**src/rtl/alu_unit_pkg.sv**
```systemverilog
// Shared definitions for the RV32I execute-stage ALU: the function codes
// ({funct7[5], funct3}) used by both the decoder and the ALU datapath.
package alu_unit_pkg;

  localparam int XLEN_DEFAULT = 32;

  typedef enum logic [3:0] {
    ALU_ADD  = 4'b0000,
    ALU_SLL  = 4'b0001,
    ALU_SLT  = 4'b0010,
    ALU_SLTU = 4'b0011,
    ALU_XOR  = 4'b0100,
    ALU_SRL  = 4'b0101,
    ALU_OR   = 4'b0110,
    ALU_AND  = 4'b0111,
    ALU_SUB  = 4'b1000,
    ALU_SRA  = 4'b1101
  } alu_func_e;

endpackage : alu_unit_pkg

```
**src/rtl/alu_unit_comb.sv**
```systemverilog
// Purely combinational ALU datapath: result and zero flag from two operands
// and a function code. Shifts use the full 32-bit shift amount, so any
// amount of 32 or more saturates instead of wrapping modulo 32.
module alu_unit_comb
  import alu_unit_pkg::*;
#(
  parameter int XLEN = XLEN_DEFAULT
) (
  input  logic [XLEN-1:0] a,
  input  logic [XLEN-1:0] b,
  input  logic [3:0]      func,
  output logic [XLEN-1:0] result,
  output logic            zero
);

  localparam int SHW = $clog2(XLEN);

  logic            big_shift;
  logic [SHW-1:0]  shamt;

  // Any set bit above the low shift field means the shift moves everything out.
  assign big_shift = |b[XLEN-1:SHW];
  assign shamt     = b[SHW-1:0];

  // Select the operation; undefined codes fall through to zero.
  always_comb begin
    // NOTE: default assignment first so no path through the case leaves
    // result unassigned, which would infer a latch.
    result = '0;
    case (func)
      ALU_ADD:  result = a + b;
      ALU_SUB:  result = a - b;
      ALU_SLL:  result = big_shift ? '0 : (a << shamt);
      ALU_SRL:  result = big_shift ? '0 : (a >> shamt);
      ALU_SRA:  result = big_shift ? {XLEN{a[XLEN-1]}}
                                   : XLEN'($signed(a) >>> shamt);
      ALU_SLT:  result = {{(XLEN-1){1'b0}}, ($signed(a) < $signed(b))};
      ALU_SLTU: result = {{(XLEN-1){1'b0}}, (a < b)};
      ALU_XOR:  result = a ^ b;
      ALU_OR:   result = a | b;
      ALU_AND:  result = a & b;
      default:  result = '0;
    endcase
  end

  assign zero = (result == '0);

endmodule : alu_unit_comb

```
**src/rtl/alu_unit.sv**
```systemverilog
// RV32I execute-stage ALU with one registered output stage. A result issued
// with in_valid appears on out one clock later, flagged by out_valid; idle
// cycles hold the last result and its zero flag.
module alu_unit
  import alu_unit_pkg::*;
#(
  parameter int XLEN = XLEN_DEFAULT
) (
  input  logic            clk,
  input  logic            rst_n,
  input  logic            in_valid,
  input  logic [XLEN-1:0] in_a,
  input  logic [XLEN-1:0] in_b,
  input  logic [3:0]      func,
  output logic [XLEN-1:0] out,
  output logic            out_valid,
  output logic            zero
);

  logic [XLEN-1:0] comb_result;
  logic            comb_zero;

  alu_unit_comb #(.XLEN(XLEN)) u_comb (
    .a      (in_a),
    .b      (in_b),
    .func   (func),
    .result (comb_result),
    .zero   (comb_zero)
  );

  // Output registers: capture on valid issue, hold otherwise; valid tracks issue.
  always_ff @(posedge clk or negedge rst_n) begin
    if (!rst_n) begin
      out       <= '0;
      zero      <= 1'b1;
      out_valid <= 1'b0;
    end else begin
      // NOTE: non-blocking assignments so every register samples the
      // pre-edge values regardless of statement order.
      out_valid <= in_valid;
      if (in_valid) begin
        out  <= comb_result;
        zero <= comb_zero;
      end
    end
  end

endmodule : alu_unit

```
**config.mk**
```make
export PLATFORM = sky130hd
export DESIGN_NAME = alu_unit
export DESIGN_NICKNAME = d
export VERILOG_FILES = /design/src/rtl/alu_unit_pkg.sv /design/src/rtl/alu_unit_comb.sv /design/src/rtl/alu_unit.sv
export SDC_FILE = /design/constraint.sdc
export NUM_CORES = 1
export LEC_CHECK = 0
export ABC_AREA = 1
export CAP_MARGIN = 40
export CORE_UTILIZATION = 45
export DETAILED_ROUTE_END_ITERATION = 8
export GPL_ROUTABILITY_DRIVEN = 1
export PLACE_DENSITY_LB_ADDON = 0.1
export SLEW_MARGIN = 10
export SYNTH_ARGS = -nofsm -noshare
export SYNTH_HDL_FRONTEND = slang
export SYNTH_SLANG_ARGS = --single-unit
```
**constraint.sdc**
```tcl
create_clock -name clk -period 1.1 [get_ports clk]
set_input_delay 0.165 -clock clk [delete_from_list [all_inputs] [get_ports clk]]
set_output_delay 0.165 -clock clk [all_outputs]
set_load 0.02 [all_outputs]
```
==> impl_summary.md, run 1 <==
Yosys
The cell area after technology mapping is 0.01200 mm². The proportion of synthesized chip area in sequential cells is 7.100%. The count of flip-flops with a built-in enable after synthesis is 0.

The number of register bits inferred by synthesis is 34. The leading register cell type out of synthesis is dfrtp_1. The gate count after technology mapping is 2336. The number of distinct library cell variants in the gate-level netlist after synthesis is 49. Averaged over all synthesized cells, the footprint is 5.138 µm². Counting flops with an async set or reset pin after synthesis yields a share of 100.0%. The number of warnings issued by yosys is 0. The synthesized net count is 2508.

Outcome
The flow stopped in global routing. The first error in the log reads "[ERROR GRT-0232] Routing congestion too high. Check the congestion heatmap in the GUI". The flow did not finish.

Floorplan
The die is 165.3 µm wide. From bottom edge to top edge, the die measures 165.3 µm. After floorplanning, the core was divided into 59 placement rows. The initial utilization of the core area, before any placement, comes to 45.93%.

During I/O placement, the number of pins put on the boundary was 105.

Clocking
The number of clock buffers added by TritonCTS is 5. The depth of the CTS H-tree is 2. Counting every sink on the clock net gives 34. In this run, post-CTS hold repair placed 0 buffers. In this run the clock root is driven by a clkbuf_16. The maximum count of clock buffers along a single path is 2.

Global routing
The leftover overflow at the end of global routing is 21. Global routing used 73.71% of the available tracks across all layers. Entering global routing, the biggest net connects 62 pins.

Placement
In this run the tool buffered the top-level ports with 104 buffer cells. The worst slack at placement is -2.292 ns. The post-detailed-placement half-perimeter wirelength is 54.19 mm. Routability-driven placement finished with a final weighted congestion of 1.164. The post-placement cell area is 0.01708 mm².

Timing
The pin category terminating the worst setup path after the last repair is a sequential cell input. When the last timing repair stopped, the worst path ended at zero$_DFFE_PN1P_/D.
-- Yosys cell counts, types with 4 or more instances --
master / instances / area [µm²]
buf_1: 8 / 30.03
o21ai_0: 68 / 340.3
ha_1: 99 / 1239
buf_4: 14 / 105.1
nor2_1: 208 / 780.8
a31oi_1: 4 / 25.02
nand2_4: 13 / 146.4
inv_1: 291 / 1092
o211ai_1: 6 / 45.04
a21oi_1: 105 / 525.5
dfrtp_1: 33 / 825.8
clkbuf_1: 22 / 82.58
o221ai_1: 7 / 61.31
nand2_2: 17 / 106.4
nand3_1: 374 / 1872
nand2_1: 833 / 3127
clkinv_1: 6 / 22.52
o22ai_1: 20 / 125.1
inv_2: 12 / 45.04
nor3_1: 15 / 75.07
buf_6: 7 / 78.83
and2_1: 13 / 81.33
o21bai_1: 7 / 52.55
nor2_2: 11 / 68.82
o21ai_1: 20 / 100.1
nand3_2: 17 / 170.2
buf_2: 47 / 235.2
nand4_1: 23 / 143.9
-- cell families after synthesis --
kind of cell    Yosys count  share of synthesized area (%)
flops                    34                          7.100
compound gates          250                          11.53
fa+ha+maj               101                          10.65
xor+xnor                  1                        0.07299
simple gates           1536                          55.99
buf+inv                 414                          14.65
-- timing repair --
action / CTS
pin swaps: 217
resized for setup: 1017
setup endpoints to repair: 67
gates cloned: 2
setup buffers: 105
-- layer usage --
| metal | overflow | global-route usage, % |
|---|---|---|
| met5 | 0 | 37.31 |
| met4 | 12 | 66.86 |
| met1 | 0 | 76.76 |
| met3 | 0 | 57.27 |
| met2 | 9 | 89.20 |
-- through the flow --
stage          instances  hold WS (ns)  util (%)
3_5_place_dp        3199        0.4732     65.35
3_3_place_gp        3199        0.4662     65.35
2_1_floorplan       2336       -0.1306         -
4_1_cts             3311        0.2628     77.79
==> inputs of run 2 (changes only) <==
- CORE_UTILIZATION: 45 -> 30
- PLACE_DENSITY_LB_ADDON: 0.1 -> 0.15
==> run 2 against run 1 <==
Against the previous run: synthesized area unchanged; synthesized cell count unchanged; the flow now finishes, with violations (negative setup slack).
==> impl_summary.md, run 2 <==
Critical path
The arrival time of data at the critical path endpoint is 2.57 ns. At the worst endpoint, the required time is 1.33 ns. The worst-path maximum fanout is 5. The signal on the critical path passes through buf_4, inv_2, ha_4, buf_4, nor2_2, buf_4, nand2_2, nor2_1, buf_4, and2_1, nand2_4, nand2_1, nand2_1, nand3_2, nand2_2, nor2_4, nand2_1, nor2_1, nand2_1, nor2_2, nand3_1, nand2_1. The slowest stage of the critical path is the ha_4 cell. The startpoint type of the worst setup path is an input port. Among cell families on the critical path, the largest total delay comes from simple AND/OR/NAND/NOR gates. The cell type with the highest occurrence count on the critical path is nand2_1. The number of buffers and inverters on the critical path is 5. The maximum single-stage delay on the critical path is 0.28 ns. The critical path endpoint category is a register. The setup path with the least slack is of type in -> reg.

Layout
The register name with the most flops is out. The post-route netlist has 54.15% of its cells at a drive strength greater than 1. The area added between synthesis and finish is 93.78%.

The most frequent standard cell in the layout excluding fill and tap cells is nand2_1. Leaving out fill and tap cells, the most frequent cells in the layout are 578 x nand2_1, 577 x buf_4, 284 x nand3_1. The largest registers in the layout are out: 32 flops, out_valid: 1 flops, zero: 1 flops.

The fill cell instance count of the final layout is 3726. The flip-flop count of the largest register, all copies and words added is 32. 0 antenna diodes ended up in the layout. The final net count is 3271.

After the flow finishes, the layout carries non-filler instances totaling 3617. Cells fill 59.62% of the core in the end.

Drt
The final layout contains routed wiring with a total length of 76.24 mm. Dividing the detail-routed wire length by the instance count gives 21.08 µm. The number of DRC violations after detailed-routing iteration 0 is 2002. In the routed layout, each cell is associated on average with a via count of 5.337. The DRC violation count after routing is 0. Summing over every cut layer, the via total after detailed routing is 19303. The first detailed-routing pass ran for 6 iterations.

In this run the remaining antenna-violating nets after routing total 0.

Clocking
The clock buffer count from CTS is 5. The maximum count of clock buffers along a single path is 2. The tree is rooted in a clkbuf_16. The depth of the CTS H-tree is 2. The CTS tree is done. The later pin in the worst-skew pair is clocked with a latency of 0.28 ns. In this run, post-CTS hold repair placed 0 buffers.

CTS saw 34 sinks. The clock-pin slew on the worst setup and hold paths is 0.06 ns.

Global routing
For this run, the total global-route usage over all layers was measured as 35.77%. The first global-routing pass estimated 111.0 mm of wire. The largest net degree at the start of global routing is 62. The initial antenna violation count was 0. The number of global-route vias before repair is 18271.

Global routing finished with a remaining overflow of 0.

Outcome
The final reports fail on negative setup slack. The flow ran to the end, but the final reports show violations.

Timing
Based on the critical path, the design can be clocked at up to 0.4273 GHz. After layout, the worst path uses 212.7% of the clock period. The clock arrives with 0 ns of skew. The final-layout worst hold slack is 0.2587 ns. After layout, the minimum clock period comes to 2.340 ns. At the pin with the least slew margin, the transition time is 0.4574 ns. The number of failing hold endpoints at the final stage is 0. In this run the tightest slew margin relative to its limit is 69.47%. The final-report max-slew violation count is 0. Setup repair after global routing could not meet its margin everywhere. After layout, the worst setup slack is -1.240 ns. The total setup violations reported at the end of the flow is 34.

Yosys
In the post-synthesis netlist, the cell with the most instances is nand2_1. Synthesis produced 2336 cells. The commonest cells after synthesis are 833 x nand2_1, 374 x nand3_1, 291 x inv_1, 208 x nor2_1, 105 x a21oi_1. By area the synthesized netlist is led by nand2_1 26%, nand3_1 16%, ha_1 10%. The proportion of synthesized chip area in sequential cells is 7.100%. Of all flip-flops after synthesis, the portion carrying an async set or reset was 100.0%. The cell accounting for the most synthesized area is nand2_1. The number of register bits inferred by synthesis is 34. The synthesized net count is 2508. The cell area that synthesis handed to floorplanning was 0.01200 mm². The number of warnings issued by yosys is 0. Among all flip-flop cells after synthesis, the most frequent one is dfrtp_1. The number of distinct library cell variants in the gate-level netlist after synthesis is 49.

The count of flip-flops with a built-in enable after synthesis is 0. Of the post-synthesis cell area, the dominant cell type holds 26.05%. After synthesis, the mean cell area works out to 5.138 µm².

Pwr
Power spread over the standard cell area amounts to 614.1 mW/mm². The maximum VDD drop is 0.4642 mV. Summed over all cells, the static leakage comes to 0.01213 µW.

The total power of the final layout is 14280 µW.

Placement
At the end of routability-driven placement, the weighted congestion stood at 1.072. Timing analysis after detailed placement gives a worst setup slack of -2.479 ns. The post-detailed-placement half-perimeter wirelength is 61.00 mm. The count of buffers added on input and output ports is 104. The placed cell count is 3460.

Floorplan
The total die area is 0.04081 mm². The total I/O pin count is 105. For this configuration, the core starts out at a cell density of 30.77%. The floorplan step set the die width to 202.0 µm.

The number of standard-cell rows in the floorplan is 72. From bottom edge to top edge, the die measures 202.0 µm. The core area is 0.03901 mm².

Flow run
The max capacitance violation total is 0.

Hold path
The type of the tightest min-delay check is in -> async.
==> run 2: cell counts after synthesis <==
No cell type changed its count.
==> run 2: final timing paths <==
| path | startpoint | to | slack [ns] | cells after the start |
|---|---|---|---|---|
| worst min register to register | out[8] | out[8] | 0.48 | 2 |
| max in group asynchronous | rst_n | zero | 0.59 | 2 |
| worst max register to register | zero | zero | 0.28 | 2 |
| worst min-delay path | rst_n | out[9] | 0.26 | 2 |
| worst max-delay path | in_a[15] | zero | -1.24 | 22 |
| min in group clk | out[8] | out[8] | 0.48 | 2 |
==> run 2: through the flow <==
step	TNS [ns]	instance area, µm²
2_1_floorplan	-26.91	12200
3_3_place_gp	-65.01	17940
3_5_place_dp	-65.31	17940
4_1_cts	-28.83	22130
5_1_grt	-32.59	23260
6_report	-30.04	23260
==> run 2: layout make-up <==
type	count	area [µm²]	share of cell area [%]
Clock buffer	5	125.1	0.5380
Clock inverter	2	10.01	0.04304
Inverter	314	1295	5.568
Multi-Input combinational cell	1890	12930	55.58
Sequential cell	34	852.1	3.664
Tap cell	518	648.1	2.787
Timing Repair Buffer	853	7391	31.78
Timing Repair inverter	1	8.758	0.03766
==> run 2: cells by family after synthesis <==
family | synth area share [%]
simple gates | 55.99
flops | 7.100
xor+xnor | 0.07299
fa+ha+maj | 10.65
buf+inv | 14.65
compound gates | 11.53
==> run 2: per-layer routing <==
| layer | vias up | share of wire, % | global-route usage, % |
|---|---|---|---|
| met5 | - | 0 | 0 |
| met4 | 0 | 5.8 | 15.26 |
| met3 | 208 | 9.6 | 4.886 |
| met2 | 1023 | 44 | 57.40 |
| met1 | 9064 | 40 | 47.68 |
| li1 | 9008 | - | - |
==> run 2: repair_timing <==
item	4_1_cts	5_1_grt
setup endpoints to repair	67	53
cloned	4	1
buffers inserted	128	45
pin swaps	228	171
resized for setup	1279	336
==> run 2: power by group <==
part	leakage (µW)	internal, µW	switching [µW]	total, µW
clock	0.0000694	818	545	1360
sequential	0.000444	1390	78.5	1460
combinational	0.0116	5000	6460	11500
No activity file was read; power rests on OpenSTA's default activity.
